$ cat src/rtl/mem_lsu.sv
// MEM-stage load/store unit: turns EX memory requests into req/gnt/rvalid bus transactions,
// stalls the pipeline while one is outstanding and registers the write-back result for WB.
module mem_lsu #(
    parameter int unsigned TIMEOUT_CYCLES = 255
) (
    input  logic        clk,
    input  logic        arst_n,
    input  logic        mem_r_ena_i,
    input  logic        mem_w_ena_i,
    input  logic [31:0] mem_r_addr_i,
    input  logic [31:0] mem_w_addr_i,
    input  logic [31:0] mem_w_data_i,
    input  logic [31:0] inst_i,
    input  logic        reg_w_ena_i,
    input  logic [4:0]  reg_w_addr_i,
    input  logic [31:0] reg_w_data_i,
    output logic        bus_req_o,
    output logic        bus_we_o,
    output logic [31:0] bus_addr_o,
    output logic [3:0]  bus_be_o,
    output logic [31:0] bus_wdata_o,
    input  logic        bus_gnt_i,
    input  logic        bus_rvalid_i,
    input  logic [31:0] bus_rdata_i,
    output logic        stall_o,
    output logic        misalign_o,
    output logic        bus_err_o,
    output logic        reg_w_ena_o,
    output logic [4:0]  reg_w_addr_o,
    output logic [31:0] reg_w_data_o
);

    typedef enum logic [1:0] {StIdle, StReq, StResp} state_e;

    localparam logic [7:0] TmoLast = 8'(TIMEOUT_CYCLES - 1);

    state_e      state_q, state_d;
    logic [7:0]  cnt_q, cnt_d;
    logic        bus_req_q, bus_req_d;
    logic        bus_we_q, bus_we_d;
    logic [31:0] bus_addr_q, bus_addr_d;
    logic [3:0]  bus_be_q, bus_be_d;
    logic [31:0] bus_wdata_q, bus_wdata_d;
    logic [2:0]  f3_q, f3_d;
    logic [1:0]  off_q, off_d;
    logic [4:0]  rd_q, rd_d;
    logic        reg_w_ena_q, reg_w_ena_d;
    logic [4:0]  reg_w_addr_q, reg_w_addr_d;
    logic [31:0] reg_w_data_q, reg_w_data_d;
    logic        bus_err_q, bus_err_d;

    logic        op_valid, is_store, illegal, misaligned, op_bad, op_go, tmo_hit;
    logic [31:0] op_addr, op_wdata, rshift, load_val;
    logic [2:0]  funct3;
    logic [3:0]  be_base, op_be;

    // Only funct3 of the instruction word matters here.
    logic unused_inst;
    assign unused_inst = ^{inst_i[31:15], inst_i[11:0]};

    // Request decode: size, legality, alignment, lane placement.
    always_comb begin
        op_valid   = mem_w_ena_i | mem_r_ena_i;
        is_store   = mem_w_ena_i;
        op_addr    = is_store ? mem_w_addr_i : mem_r_addr_i;
        funct3     = inst_i[14:12];
        illegal    = 1'b0;
        misaligned = 1'b0;
        be_base    = 4'b0000;
        op_wdata   = mem_w_data_i;
        case (funct3[1:0])
            2'b00: begin
                be_base  = 4'b0001;
                op_wdata = {4{mem_w_data_i[7:0]}};
            end
            2'b01: begin
                be_base    = 4'b0011;
                op_wdata   = {2{mem_w_data_i[15:0]}};
                misaligned = op_addr[0];
            end
            2'b10: begin
                be_base    = 4'b1111;
                misaligned = |op_addr[1:0];
            end
            default: illegal = 1'b1;
        endcase
        // Unsigned variants exist only for byte/halfword loads.
        if (funct3[2] && (is_store || funct3[1])) begin
            illegal = 1'b1;
        end
        op_be  = be_base << op_addr[1:0];
        op_bad = op_valid & (illegal | misaligned);
        op_go  = op_valid & ~op_bad;
    end

    // Load lane extraction and extension from the latched offset and size.
    always_comb begin
        rshift = bus_rdata_i >> {off_q, 3'b000};
        case (f3_q)
            3'b000:  load_val = {{24{rshift[7]}}, rshift[7:0]};
            3'b001:  load_val = {{16{rshift[15]}}, rshift[15:0]};
            3'b100:  load_val = {24'b0, rshift[7:0]};
            3'b101:  load_val = {16'b0, rshift[15:0]};
            default: load_val = bus_rdata_i;
        endcase
    end

    always_comb begin
        state_d      = state_q;
        cnt_d        = cnt_q;
        bus_req_d    = bus_req_q;
        bus_we_d     = bus_we_q;
        bus_addr_d   = bus_addr_q;
        bus_be_d     = bus_be_q;
        bus_wdata_d  = bus_wdata_q;
        f3_d         = f3_q;
        off_d        = off_q;
        rd_d         = rd_q;
        reg_w_ena_d  = 1'b0;
        reg_w_addr_d = reg_w_addr_q;
        reg_w_data_d = reg_w_data_q;
        bus_err_d    = 1'b0;
        stall_o      = 1'b0;
        misalign_o   = 1'b0;
        tmo_hit      = (cnt_q == TmoLast);

        unique case (state_q)
            StIdle: begin
                if (op_go) begin
                    state_d     = StReq;
                    cnt_d       = 8'd0;
                    bus_req_d   = 1'b1;
                    bus_we_d    = is_store;
                    bus_addr_d  = {op_addr[31:2], 2'b00};
                    bus_be_d    = op_be;
                    bus_wdata_d = op_wdata;
                    f3_d        = funct3;
                    off_d       = op_addr[1:0];
                    rd_d        = reg_w_addr_i;
                    stall_o     = 1'b1;
                end else if (op_bad) begin
                    misalign_o = 1'b1;
                end else begin
                    reg_w_ena_d  = reg_w_ena_i;
                    reg_w_addr_d = reg_w_addr_i;
                    reg_w_data_d = reg_w_data_i;
                end
            end
            StReq: begin
                stall_o = 1'b1;
                if (bus_gnt_i) begin
                    state_d   = StResp;
                    cnt_d     = 8'd0;
                    bus_req_d = 1'b0;
                end else if (tmo_hit) begin
                    // Abort releases the pipeline in this cycle; the error flag follows.
                    state_d   = StIdle;
                    cnt_d     = 8'd0;
                    bus_req_d = 1'b0;
                    bus_err_d = 1'b1;
                    stall_o   = 1'b0;
                end else begin
                    cnt_d = cnt_q + 8'd1;
                end
            end
            StResp: begin
                if (bus_rvalid_i) begin
                    state_d = StIdle;
                    cnt_d   = 8'd0;
                    if (!bus_we_q) begin
                        reg_w_ena_d  = 1'b1;
                        reg_w_addr_d = rd_q;
                        reg_w_data_d = load_val;
                    end
                end else if (tmo_hit) begin
                    state_d   = StIdle;
                    cnt_d     = 8'd0;
                    bus_err_d = 1'b1;
                end else begin
                    stall_o = 1'b1;
                    cnt_d   = cnt_q + 8'd1;
                end
            end
            default: state_d = StIdle;
        endcase
    end

    always_ff @(posedge clk) begin
        if (!arst_n) begin
            state_q      <= StIdle;
            cnt_q        <= 8'd0;
            bus_req_q    <= 1'b0;
            bus_we_q     <= 1'b0;
            bus_addr_q   <= 32'd0;
            bus_be_q     <= 4'd0;
            bus_wdata_q  <= 32'd0;
            f3_q         <= 3'd0;
            off_q        <= 2'd0;
            rd_q         <= 5'd0;
            reg_w_ena_q  <= 1'b0;
            reg_w_addr_q <= 5'd0;
            reg_w_data_q <= 32'd0;
            bus_err_q    <= 1'b0;
        end else begin
            state_q      <= state_d;
            cnt_q        <= cnt_d;
            bus_req_q    <= bus_req_d;
            bus_we_q     <= bus_we_d;
            bus_addr_q   <= bus_addr_d;
            bus_be_q     <= bus_be_d;
            bus_wdata_q  <= bus_wdata_d;
            f3_q         <= f3_d;
            off_q        <= off_d;
            rd_q         <= rd_d;
            reg_w_ena_q  <= reg_w_ena_d;
            reg_w_addr_q <= reg_w_addr_d;
            reg_w_data_q <= reg_w_data_d;
            bus_err_q    <= bus_err_d;
        end
    end

    assign bus_req_o    = bus_req_q;
    assign bus_we_o     = bus_we_q;
    assign bus_addr_o   = bus_addr_q;
    assign bus_be_o     = bus_be_q;
    assign bus_wdata_o  = bus_wdata_q;
    assign bus_err_o    = bus_err_q;
    assign reg_w_ena_o  = reg_w_ena_q;
    assign reg_w_addr_o = reg_w_addr_q;
    assign reg_w_data_o = reg_w_data_q;

endmodule

$ cat config.mk
export PLATFORM = sky130hd
export DESIGN_NAME = mem_lsu
export DESIGN_NICKNAME = d
export VERILOG_FILES = /design/src/rtl/mem_lsu.sv
export SDC_FILE = /design/constraint.sdc
export NUM_CORES = 1
export LEC_CHECK = 0
export BUFFER_PORTS_ARGS = -buffer_cell sky130_fd_sc_hd__buf_2
export CAP_MARGIN = 20
export CORE_ASPECT_RATIO = 0.8
export CORE_MARGIN = 2
export CORE_UTILIZATION = 41
export DETAILED_ROUTE_END_ITERATION = 10
export PLACE_DENSITY = 0.76
export SLEW_MARGIN = 10
export SYNTH_ARGS = -nofsm -noshare
export SYNTH_HDL_FRONTEND = slang
export SYNTH_SLANG_ARGS = --single-unit
export TNS_END_PERCENT = 20
$ cat constraint.sdc
create_clock -name clk -period 2.6 [get_ports clk]
set_input_delay 0.52 -clock clk [delete_from_list [all_inputs] [get_ports clk]]
set_output_delay 0.52 -clock clk [all_outputs]
set_load 0.1 [all_outputs]
[Yosys cells after proc, flatten, opt, wreduce, memory -nomap -nowiden]
Index checks and enable logic that the tools add are counted.
Cells by class
  shifts and indexed selects: 2
  reduce and logical (&&, ||, !) cells: 14
  equality and inequality tests: 14
  multiplexer cells: 48
  add/subtract/negate cells: 1
  bitwise gates (word level): 5
Operators by type and width (number)
  32-bit two-way mux: 5
  32-bit one-hot mux with 2 select lines: 2
  32-bit one-hot mux with 4 select lines: 1
  8-bit two-way mux: 4
  32-bit by 5-bit right shift with 16-bit output: 1
  8-bit one-hot mux with 3 select lines: 1
  5-bit two-way mux: 4
  1-bit two-way mux: 19
  4-bit one-hot mux with 3 select lines: 1
  2-bit inequality test (second input constant): 5
  5-bit one-hot mux with 2 select lines: 1
  8-bit by 1-bit adder with 8-bit output (second input constant): 1
  8-bit == test (second input constant): 1
  2-bit two-way mux: 4
  1-bit one-hot mux with 2 select lines: 4
  3-bit == test (second input constant): 2
  2-bit one-hot mux with 3 select lines: 1
  5-bit AND reduction: 1
  2-bit by 1-bit == test with 1-bit output (second input constant): 2
  2-bit == test (second input constant): 2
  2-bit zero test: 2
  2-bit AND reduction: 2
  2-bit nonzero test: 2
  4-bit by 2-bit left shift with 4-bit output: 1
  13 further kinds: 15
Storage, ports and cells
  register bits: 127
  input port bits: 204

[Longest topological paths before layout]
  depth after elaboration: 10
  gate-level depth with buffers: 9
  depth with buffers taken out: 7

[Worst setup path after synthesis]
OpenSTA, ideal clock, no wires.
  path kind: input to output
  start point: input mem_w_ena_i
  end point: output stall_o
  path slack: -1452 ps
  stages on the path: 7
  arrival time: 3532 ps
  path buffers: 3
  cells stage by stage: buf_2 > mux2_4 > a311o_1 > or3_1 > clkbuf_1 > clkbuf_1 > a21oi_1
On the way
  longest elaborated chain between the ends: 9
  elaborated cells on any way between the ends: 13
RTL lines
  from (decl): line 9  | input logic mem_w_ena_i,
  32-bit two-way mux / 1-bit logical OR (equally long branches): line 65, 88
  2-bit OR reduction / 1-bit logical AND (equally long branches): line 83, 88
  1-bit one-hot mux with 2 select lines / 1-bit two-way mux (equally long branches): line 71, 88
  1-bit OR: line 92  | op_bad = op_valid & (illegal | misaligned);
  1-bit bitwise AND: line 92
  1-bit NOT: line 93  | op_go = op_valid & ~op_bad;
  1-bit bitwise AND (*): line 93
  1-bit two-way mux (*): line 129  | if (op_go) begin
  1-bit one-hot mux with 3 select lines (*): line 127  | unique case (state_q)
  to (decl): line 25  | output logic stall_o,
Every way passes the cells marked *; elsewhere a longest branch is shown, timed or not.

[Worst setup path after layout]
Same ends and word-level chain as after synthesis.

==> results.json <==
{
  "status": "completed",
  "root_buffer": "clkbuf_16",
  "drtIter0Drc": 498,
  "synth_top_area_share_pct": 41.34,
  "finalSetupViolCount": 0,
  "synth_cell_type_count": 51,
  "worst_setup_path_start_kind": "primary input",
  "met1_length_um": 8440,
  "start_util_pct": 41.37,
  "multiInputGateArea_mm2": 0.003366,
  "cts_made_buffers": 17,
  "nFillCells": 1357,
  "synthMuxAreaShare_pct": 8.118,
  "design.die.area_mm2": 0.01600,
  "clkSinkCount": 127,
  "die_y_um": 113.5,
  "stdcell_count": 1228,
  "synth.largest_area_cell": "dfxtp_1",
  "routed_via_density": 5.485,
  "async_flop_share_pct": 0,
  "hold_buffers": 0,
  "clk_latency_ps": 410,
  "hold_class": "primary input to flop",
  "drc_errors": 0,
  "path_max_fanout": 5,
  "drive_above_1_share_pct": 36.09,
  "core_mm2": 0.01486,
  "synth-seq-cells": 127,
  "worst_hold_path.endpoint": "reg_w_data_o[31]$_SDFFE_PN0P_",
  "register_area_mm2": 0.002542,
  "placed_cells": 1195,
  "grt_pass1_vias": 6081,
  "switching_share_pct": 44.26,
  "synth_top_family_by_area": "compound AO/OA/AOI/OAI gates",
  "highest_layer": "met4",
  "clk_pin_slew_worst_paths_ps": 50,
  "synth_edf_count": 0,
  "io_buffer_count": 283,
  "io_pins": 315,
  "pwr-share-clk_pct": 28.9,
  "period_share_pct": 98.30,
  "synthesis.area_mm2": 0.006150,
  "cts_tree": "yes",
  "hold_start": "bus_rdata_i[31]",
  "syn_area_per_cell_um2": 8.232,
  "netlist_instances": 747,
  "post_drt_wl_per_cell_um": 16.01,
  "min_path_cells": 2,
  "num_vias": 6735,
  "period_needed_ps": 2556,
  "grt_usage_pct": 23.93,
  "power_leakage_nw": 3.940,
  "worst-setup-path-type": "primary input to output pin",
  "grt_pass1_wl_um": 30730,
  "comb_power_share_pct": 40.1,
  "r2r_cells": 7,
  "seq_area_frac_synth_pct": 41.34,
  "synth_ff_type": "dfxtp_1",
  "num_antenna_cells": 0,
  "synth_fa_ha_area_share_pct": 2.035,
  "p_switching_mw": 3.258,
  "die_w_um": 140.9,
  "vdd_drop_max_v": 0.0004586,
  "synth_area_leaders": "dfxtp_1 41%, mux2i_1 7.3%, a211oi_1 6.3%, a21oi_1 6.2%, nand2_1 5.7%",
  "worst_r2r_endpoint": "cnt_q[2]$_SDFFE_PN0P_",
  "hold_viol_final": 0,
  "p_int_mw": 4.102,
  "maxCapViolCount": 0,
  "gp_congestion": 0.9350,
  "slew_viol_final": 0,
  "r2r-start": "state_q[0]$_SDFFE_PN0P_",
  "drtPass1Iterations": 5,
  "nets": 1240,
  "end_kind": "output pin",
  "grt_max_degree": 80,
  "setup_tns_ps": 0,
  "postRouteAntennaNets": 0,
  "synth_compound_area_share_pct": 26.57,
  "powerDensity_mw_per_mm2": 858.2,
  "slew_headroom_pct": 52.15,
  "clock_skew_ps": 6.217,
  "power.share.sequential_pct": 31.1,
  "wl_met2_um": 9064,
  "fmax_mhz": 391.3,
  "synth-simple-area-share_pct": 16.89,
  "arrival_ps": 2040,
  "wl_um": 19660,
  "worst_pin_slew_ps": 715.2,
  "regToRegSetupSlack_ps": 460,
  "h-tree-depth": 4,
  "rows": 40,
  "area_growth_pct": 39.45,
  "final_cell_area_mm2": 0.008576,
  "yosysWarnings": 0,
  "hpwlAfterDp_um": 14230,
  "antenna_found_initial": 0,
  "required_ps": 2080,
  "clockBufferDepth": 2,
  "wl_met3_um": 1723,
  "synth_xor_area_share_pct": 0,
  "placed_area_mm2": 0.007979,
  "overflow": 0
}
[area by class of cell]
cell class / instances / area share [%]
Tap cell: 189 / 2.758
Multi-Input combinational cell: 545 / 39.25
Sequential cell: 127 / 29.65
Clock buffer: 21 / 5.369
Timing Repair Buffer: 325 / 21.68
Clock inverter: 11 / 0.7879
Inverter: 10 / 0.5107
[routing by layer]
| layer | up-vias | global-route usage [%] |
|---|---|---|
| met5 | - | 0 |
| met4 | 0 | 7.667 |
| met2 | 336 | 38.31 |
| met3 | 41 | 6.507 |
| met1 | 3064 | 31.63 |
| li1 | 3294 | - |
[power by group through the flow]
stage,logic (mW),registers (mW),clock network (mW)
after floorplan,0.812,3.77,0
after global placement,2.91,2.32,0
after detailed placement,2.93,2.33,0
after CTS,2.94,2.29,2.17
after global routing,3.11,2.31,2.27
final,2.95,2.29,2.13
[what timing repair did]
action,in CTS,in global routing
resized for setup,2,15
pin swaps,2,5
buffers inserted,0,1
gates cloned,0,0
endpoints found under the setup margin,1,1
[metrics by stage]
step                hold slack, ps  worst slack (ps)  utilization [%]  power [mW]
floorplan                    436.0            -405.1                -       4.580
global placement             440.0            -67.66            53.60       5.225
detailed placement           447.1            -67.79            53.68       5.252
CTS                          308.6             8.735            57.28       7.399
global route                 329.7            -3.963            57.69       7.688
finish                       332.2             44.21            57.69       7.360
[cell usage after synthesis, drive strengths merged, types with 3 or more instances]
cell and n:
or3 5, nand2 93, a22oi 7, nor3 15, mux2i 45, nand2b 4, o211ai 4, o22ai 5
a221oi 8, o21ai 28, a211o 16, a311oi 10, nand3 21, or4 3, nor2b 4, a21oi 77
buf 16, a211oi 52, nor2 86, dfxtp 127, nand4 3, o221ai 14, mux2 4, inv 10
ha 10, clkbuf 50, a22o 8
[flip-flops by register name (all words and copies together), names as in the netlist]
signal and cells:
reg_w_data_o 32, bus_wdata_o 32, state_q 2, bus_err_o 1, rd_q 5, bus_be_o 4, reg_w_addr_o 5, bus_we_o 1
bus_addr_o 30, off_q 2, f3_q 3, cnt_q 8, reg_w_ena_o 1, bus_req_o 1
[logic make-up after synthesis]
logic type                 Yosys count
AOI/OAI and AO/OA                  242
buffers and inverters               76
other                                1
adders and majority gates           10
DFF                                127
and+or+nand+nor                    242
muxes                               49
[critical path, cell delays in order]
cell and delay (ps):
buf_4 140, mux2_4 300, a311o_1 290, or3_4 400, a21oi_4 180, buf_12 190
[how the worst max path moves through the flow]
| stage | start | to | slack, ps | cells after the start |
|---|---|---|---|---|
| 6_report | mem_w_ena_i | stall_o | 40 | 6 |
| 5_1_grt | inst_i[12] | stall_o | -4 | 7 |
| 4_1_cts | mem_w_ena_i | stall_o | 9 | 6 |
| 3_5_place_dp | inst_i[12] | bus_be_o[0]$_SDFFE_PN0P_ | -70 | 8 |
| 3_3_place_gp | inst_i[12] | bus_be_o[0]$_SDFFE_PN0P_ | -70 | 8 |
| 2_1_floorplan | mem_w_ena_i | stall_o | -410 | 7 |
[cell usage in the layout (no fill, tap or decap), drive strengths merged, types with 5 or more instances in the layout]
master / synthesis / final
a211o: 16 / 16
a211oi: 52 / 52
a21oi: 77 / 77
a221oi: 8 / 8
a22o: 8 / 8
a22oi: 7 / 7
a311oi: 10 / 10
buf: 16 / 325
clkbuf: 50 / 21
clkinv: 0 / 7
clkinvlp: 0 / 5
dfxtp: 127 / 127
ha: 10 / 10
inv: 10 / 9
mux2i: 45 / 45
nand2: 93 / 93
nand3: 21 / 21
nor2: 86 / 86
nor3: 15 / 15
o21ai: 28 / 28
o221ai: 14 / 14
o22ai: 5 / 5
or3: 5 / 5
No activity file was read; power rests on OpenSTA's default activity.
